[config.mk]
export PLATFORM = sky130hd
export DESIGN_NAME = alu_sequencer
export DESIGN_NICKNAME = d
export VERILOG_FILES = /design/src/rtl/alu_sequencer.sv
export SDC_FILE = /design/constraint.sdc
export NUM_CORES = 1
export LEC_CHECK = 0
export CAP_MARGIN = 20
export CORE_ASPECT_RATIO = 0.6
export CORE_UTILIZATION = 52
export CTS_BUF_LIST = sky130_fd_sc_hd__clkbuf_8
export CTS_CLUSTER_SIZE = 20
export DETAILED_ROUTE_END_ITERATION = 10
export PLACE_DENSITY = 0.91
export SLEW_MARGIN = 30
export SYNTH_ARGS = -nofsm -noshare
export SYNTH_HDL_FRONTEND = slang
export SYNTH_SLANG_ARGS = --single-unit
[constraint.sdc]
create_clock -name CLK -period 7.3 [get_ports CLK]
set_input_delay 1.095 -clock CLK [delete_from_list [all_inputs] [get_ports CLK]]
set_output_delay 1.095 -clock CLK [all_outputs]
set_load 0.01 [all_outputs]
[src/rtl/alu_sequencer.sv]
// Command sequencer for a strobe-loaded ALU: loads A/B/D operands, waits for FINP,
// reads back result and flags, and returns them through a valid/ready response port.
module alu_sequencer #(
    parameter int unsigned HOLD    = 2,
    parameter int unsigned SETTLE  = 1,
    parameter int unsigned TIMEOUT = 200
) (
    input  logic        CLK,
    input  logic        RST,
    input  logic        cmd_valid,
    output logic        cmd_ready,
    input  logic [5:0]  cmd_op,
    input  logic [15:0] cmd_a,
    input  logic [15:0] cmd_b,
    input  logic [15:0] cmd_d,
    output logic [15:0] A,
    output logic [5:0]  op,
    output logic        WA,
    output logic        WB,
    output logic        WD,
    output logic [1:0]  WR,
    input  logic [15:0] R1,
    input  logic        FINP,
    output logic        rsp_valid,
    input  logic        rsp_ready,
    output logic [15:0] rsp_result,
    output logic [15:0] rsp_flags,
    output logic        rsp_timeout
);

    localparam logic [7:0] HOLD_LAST    = 8'(HOLD - 1);
    localparam logic [7:0] SETTLE_LAST  = 8'(SETTLE - 1);
    localparam logic [7:0] TIMEOUT_LAST = 8'(TIMEOUT - 1);

    typedef enum logic [2:0] {
        StIdle, StLoadA, StLoadB, StLoadD, StWait, StReadR, StReadF, StResp
    } state_e;

    state_e      r_state;
    state_e      w_next_state;
    logic [7:0]  r_cnt;
    logic [5:0]  r_op;
    logic [15:0] r_a;
    logic [15:0] r_b;
    logic [15:0] r_d;
    logic        w_accept;
    logic        w_hold_done;
    logic        w_settle_done;
    logic        w_timeout;

    assign w_accept      = cmd_ready && cmd_valid;
    assign w_hold_done   = (r_cnt == HOLD_LAST);
    assign w_settle_done = (r_cnt == SETTLE_LAST);
    // FINP wins if it arrives on the very last allowed WAIT cycle.
    assign w_timeout     = (r_state == StWait) && !FINP && (r_cnt == TIMEOUT_LAST);

    always_ff @(posedge CLK or posedge RST) begin
        if (RST) begin
            r_state <= StIdle;
        end else begin
            r_state <= w_next_state;
        end
    end

    always_comb begin
        w_next_state = r_state;
        unique case (r_state)
            StIdle:  if (w_accept) w_next_state = StLoadA;
            StLoadA: if (w_hold_done) w_next_state = StLoadB;
            StLoadB: if (w_hold_done) w_next_state = StLoadD;
            StLoadD: if (w_hold_done) w_next_state = StWait;
            StWait: begin
                if (FINP) begin
                    w_next_state = StReadR;
                end else if (w_timeout) begin
                    w_next_state = StResp;
                end
            end
            StReadR: if (w_settle_done) w_next_state = StReadF;
            StReadF: if (w_settle_done) w_next_state = StResp;
            StResp:  if (rsp_ready) w_next_state = StIdle;
            default: w_next_state = StIdle;
        endcase
    end

    always_comb begin
        cmd_ready = 1'b0;
        A         = 16'd0;
        op        = 6'd0;
        WA        = 1'b0;
        WB        = 1'b0;
        WD        = 1'b0;
        WR        = 2'd0;
        rsp_valid = 1'b0;
        unique case (r_state)
            StIdle:  cmd_ready = !RST;
            StLoadA: begin
                A  = r_a;
                op = r_op;
                WA = 1'b1;
            end
            StLoadB: begin
                A  = r_b;
                op = r_op;
                WB = 1'b1;
            end
            StLoadD: begin
                A  = r_d;
                op = r_op;
                WD = 1'b1;
            end
            StWait:  op = r_op;
            StReadR: op = r_op;
            StReadF: begin
                op = r_op;
                WR = 2'd3;
            end
            StResp:  rsp_valid = 1'b1;
            default: cmd_ready = 1'b0;
        endcase
    end

    // Counter restarts on every state change; idle states keep it parked at zero.
    always_ff @(posedge CLK or posedge RST) begin
        if (RST) begin
            r_cnt <= 8'd0;
        end else if ((w_next_state != r_state) || (r_state == StIdle) || (r_state == StResp)) begin
            r_cnt <= 8'd0;
        end else begin
            r_cnt <= r_cnt + 8'd1;
        end
    end

    always_ff @(posedge CLK or posedge RST) begin
        if (RST) begin
            r_op        <= 6'd0;
            r_a         <= 16'd0;
            r_b         <= 16'd0;
            r_d         <= 16'd0;
            rsp_result  <= 16'd0;
            rsp_flags   <= 16'd0;
            rsp_timeout <= 1'b0;
        end else begin
            if (w_accept) begin
                r_op        <= cmd_op;
                r_a         <= cmd_a;
                r_b         <= cmd_b;
                r_d         <= cmd_d;
                rsp_timeout <= 1'b0;
            end
            if (w_timeout) begin
                rsp_result  <= 16'd0;
                rsp_flags   <= 16'd0;
                rsp_timeout <= 1'b1;
            end
            if ((r_state == StReadR) && w_settle_done) begin
                rsp_result <= R1;
            end
            if ((r_state == StReadF) && w_settle_done) begin
                rsp_flags <= R1;
            end
        end
    end

endmodule

==> run summary <==
Run status - complete, no violations
Kind of critical path - flop to output pin
Worst-path cell chain - buf_4 -> nor2b_1 -> buf_4 -> a22oi_1 -> nor2_1 -> clkdlybuf4s50_1
Hpwl dp - 7540 um
Core ar. - 8040 um2
Crit-path most repeated cell - buf_4
Hold WS - 0.489 ns
Critical Path Max Stage Delay - 0.56 ns
Arrival time at the worst endpoint - 2.68 ns
Largest net degree at the start of global routing - 69
# IOs - 137
Slew of the pin with the lowest slew margin - 0.843 ns
NumNets Final - 539
Die area - 8830 um2
Initial antenna violation count - 0
Library cells used by synthesis - 42
Synth Net Count - 410
GRT Util Overall - 26.7%
Max-slew headroom - 43.8%
Fillers - 509
Cts bufs inserted - 9
H-Tree Depth - 3
Detail Route Antenna Nets - 0
Yosys reg bits - 98
Final Hold Vio Count - 0
Setup_tns - 0 ns
Reg area - 2450 um2
# setup viols final - 0
Tmin final - 3.77 ns
Setup repair bufs after CTS - 0
Avg Cell Area, Syn - 13.2 um2
Routed WL per cell - 18.9 um
Post-Route WL - 10800 um
Peak VDD IR - 0.289 mV
Clock root buffer - clkbuf_8
Commonest non-fill, non-tap cell in the layout - clkdlybuf4s50_1
Most frequent cells in the layout - clkdlybuf4s50_1 (136), dfrtp_1 (96), mux2_2 (70)
Drt pass-1 iters - 4
LEAKAGE - 2.68 nW
CTS tree - built
PD cells - 427 nW/um2
CTS Hold Bufs - 0
DRC - 0
Port Buffers - 136
Max-slew violations - 0
Vias per cell - 5.63
Multi-input logic area - 1800 um2
First-pass GRT wire length - 17400 um
CP bufs+invs - 3
Area delta synth->final - 38.7%
Max cap viols - 0
Delay-heaviest family, CP - buffers and inverters
Number of global-route vias before repair - 3348
Final Cycle Share - 51.7%
Clk Latency, worst-skew pair - 0.38 ns
CTS sink cnt - 98
Critical Path Source Type - flop
Share of cells above drive strength 1 - 22.1%
N_diodes - 0
Starting Density - 54.6%
Placer Congestion - 0.825
Critical Path RT - 6.20 ns
Slowest CP cell - clkdlybuf4s50_1
CP Capture Type - output pin
RSZ-0062 raised after global routing - no
Row cnt - 25
Post-Synthesis Cell Area - 4390 um2
Vias - 3230
Worst Path Max Fanout - 25
Post_cts resized - 0
Fin Clk Skew - 0.0121 ns
Clk pin slew, worst setup/hold paths - 0.10 ns
Ys Warns - 0
Detailed Route Iter0 Violations - 184
Register area share after synthesis - 55.8%
Post-Syn Instances - 332
Worst hold-check path type - flop to flop
Grt total ovfl - 0
Die W - 121 um
Max Freq - 265 MHz
Clock buffer depth - 2
Die height - 73.2 um
-- layout make-up --
type                       instances  area share [%]
clock buffer                       9            2.03
clock inverter                     7            2.32
inverter                           4           0.288
multi-input combinational        207            29.5
sequential                        98            40.3
tap                              108            2.22
timing repair buffer             141            23.3
-- synthesized netlist by cell type --
library cell	count	area share [%]
a21boi_0	1	0.17
a21o_1	1	0.17
a221o_1	1	0.23
a22o_1	32	6.4
a22oi_1	16	2.7
a31oi_1	1	0.14
and2_1	9	1.3
and3_1	5	0.71
and4_1	1	0.20
and4_2	1	0.23
buf_1	5	0.43
buf_2	8	0.91
buf_4	8	1.4
clkbuf_1	2	0.17
dfrtp_1	98	56
ha_1	3	0.85
inv_1	4	0.34
mux2_1	1	0.26
mux2_2	70	18
mux2i_1	2	0.46
nand2_1	5	0.43
nand2_2	1	0.14
nand3_1	5	0.57
nand3_2	1	0.23
nor2_1	23	2.0
nor2_2	1	0.14
nor2_8	1	0.46
nor2b_1	3	0.43
nor3_1	4	0.46
nor3_4	1	0.37
nor3b_1	2	0.34
nor4_4	1	0.48
nor4b_2	1	0.34
o211ai_1	1	0.17
o211ai_4	1	0.48
o21a_1	2	0.34
o21ai_0	1	0.11
o22ai_1	1	0.14
o31a_1	1	0.20
o31ai_1	1	0.17
xnor2_1	2	0.40
xor2_1	4	0.80
-- registers in the layout (all words and copies together) (netlist names) --
| register | flops |
|---|---|
| r_a | 16 |
| r_b | 16 |
| r_d | 16 |
| rsp_flags | 16 |
| rsp_result | 16 |
| r_cnt | 8 |
| r_op | 6 |
| r_state | 3 |
| rsp_timeout | 1 |
-- layer usage --
metal  part of all wire (%)  wire length [um]  vias up  GRT usage [%]
met5                      0                 0        -              0
met4                    1.6               172        0           9.60
met3                    6.5               701       14           8.98
met2                     48              5240      114           41.6
met1                     44              4730     1638           35.1
li1                       -                 -     1464              -
-- path summary, 6_finish.rpt --
check | start | end | slack (ns) | depth (start not counted)
setup / recovery | r_state[0] | A[13] | 3.53 | 6
hold / removal | rsp_timeout | rsp_timeout | 0.49 | 1
setup reg to reg | r_state[1] | rsp_flags[15] | 4.59 | 5
hold reg to reg | rsp_timeout | rsp_timeout | 0.49 | 1
max in group asynchronous | RST | r_b[3] | 5.24 | 4
min in group asynchronous | RST | rsp_flags[9] | 1.14 | 2
-- power by group --
| group | internal, W | leakage [nW] | switching, W | total (W) |
|---|---|---|---|---|
| registers | 0.000784 | 1.22 | 0.000193 | 0.000977 |
| clock network | 0.000262 | 0.129 | 0.000189 | 0.000451 |
| logic | 0.000694 | 1.33 | 0.000478 | 0.00117 |
-- kinds of logic after synthesis --
group | synth area share [%]
compound gates | 11.5
buf+inv | 3.22
xor+xnor | 1.20
flops | 55.8
fa+ha+maj | 0.855
mux | 18.7
simple gates | 8.77
-- per-stage QoR --
stage / setup WS, ns / cell area (um2) / total power [W] / util [%] / cells
3_3_place_gp: 3.82 / 5790 / 0.00209 / 72.1 / 557
2_1_floorplan: 3.14 / 4390 / 0.00161 / - / 332
3_5_place_dp: 3.82 / 5800 / 0.00215 / 72.1 / 557
5_1_grt: 3.39 / 6090 / 0.00275 / 75.8 / 574
6_report: 3.53 / 6090 / 0.00260 / 75.8 / 574
4_1_cts: 3.44 / 6060 / 0.00261 / 75.4 / 573
No activity file was read; power rests on OpenSTA's default activity.
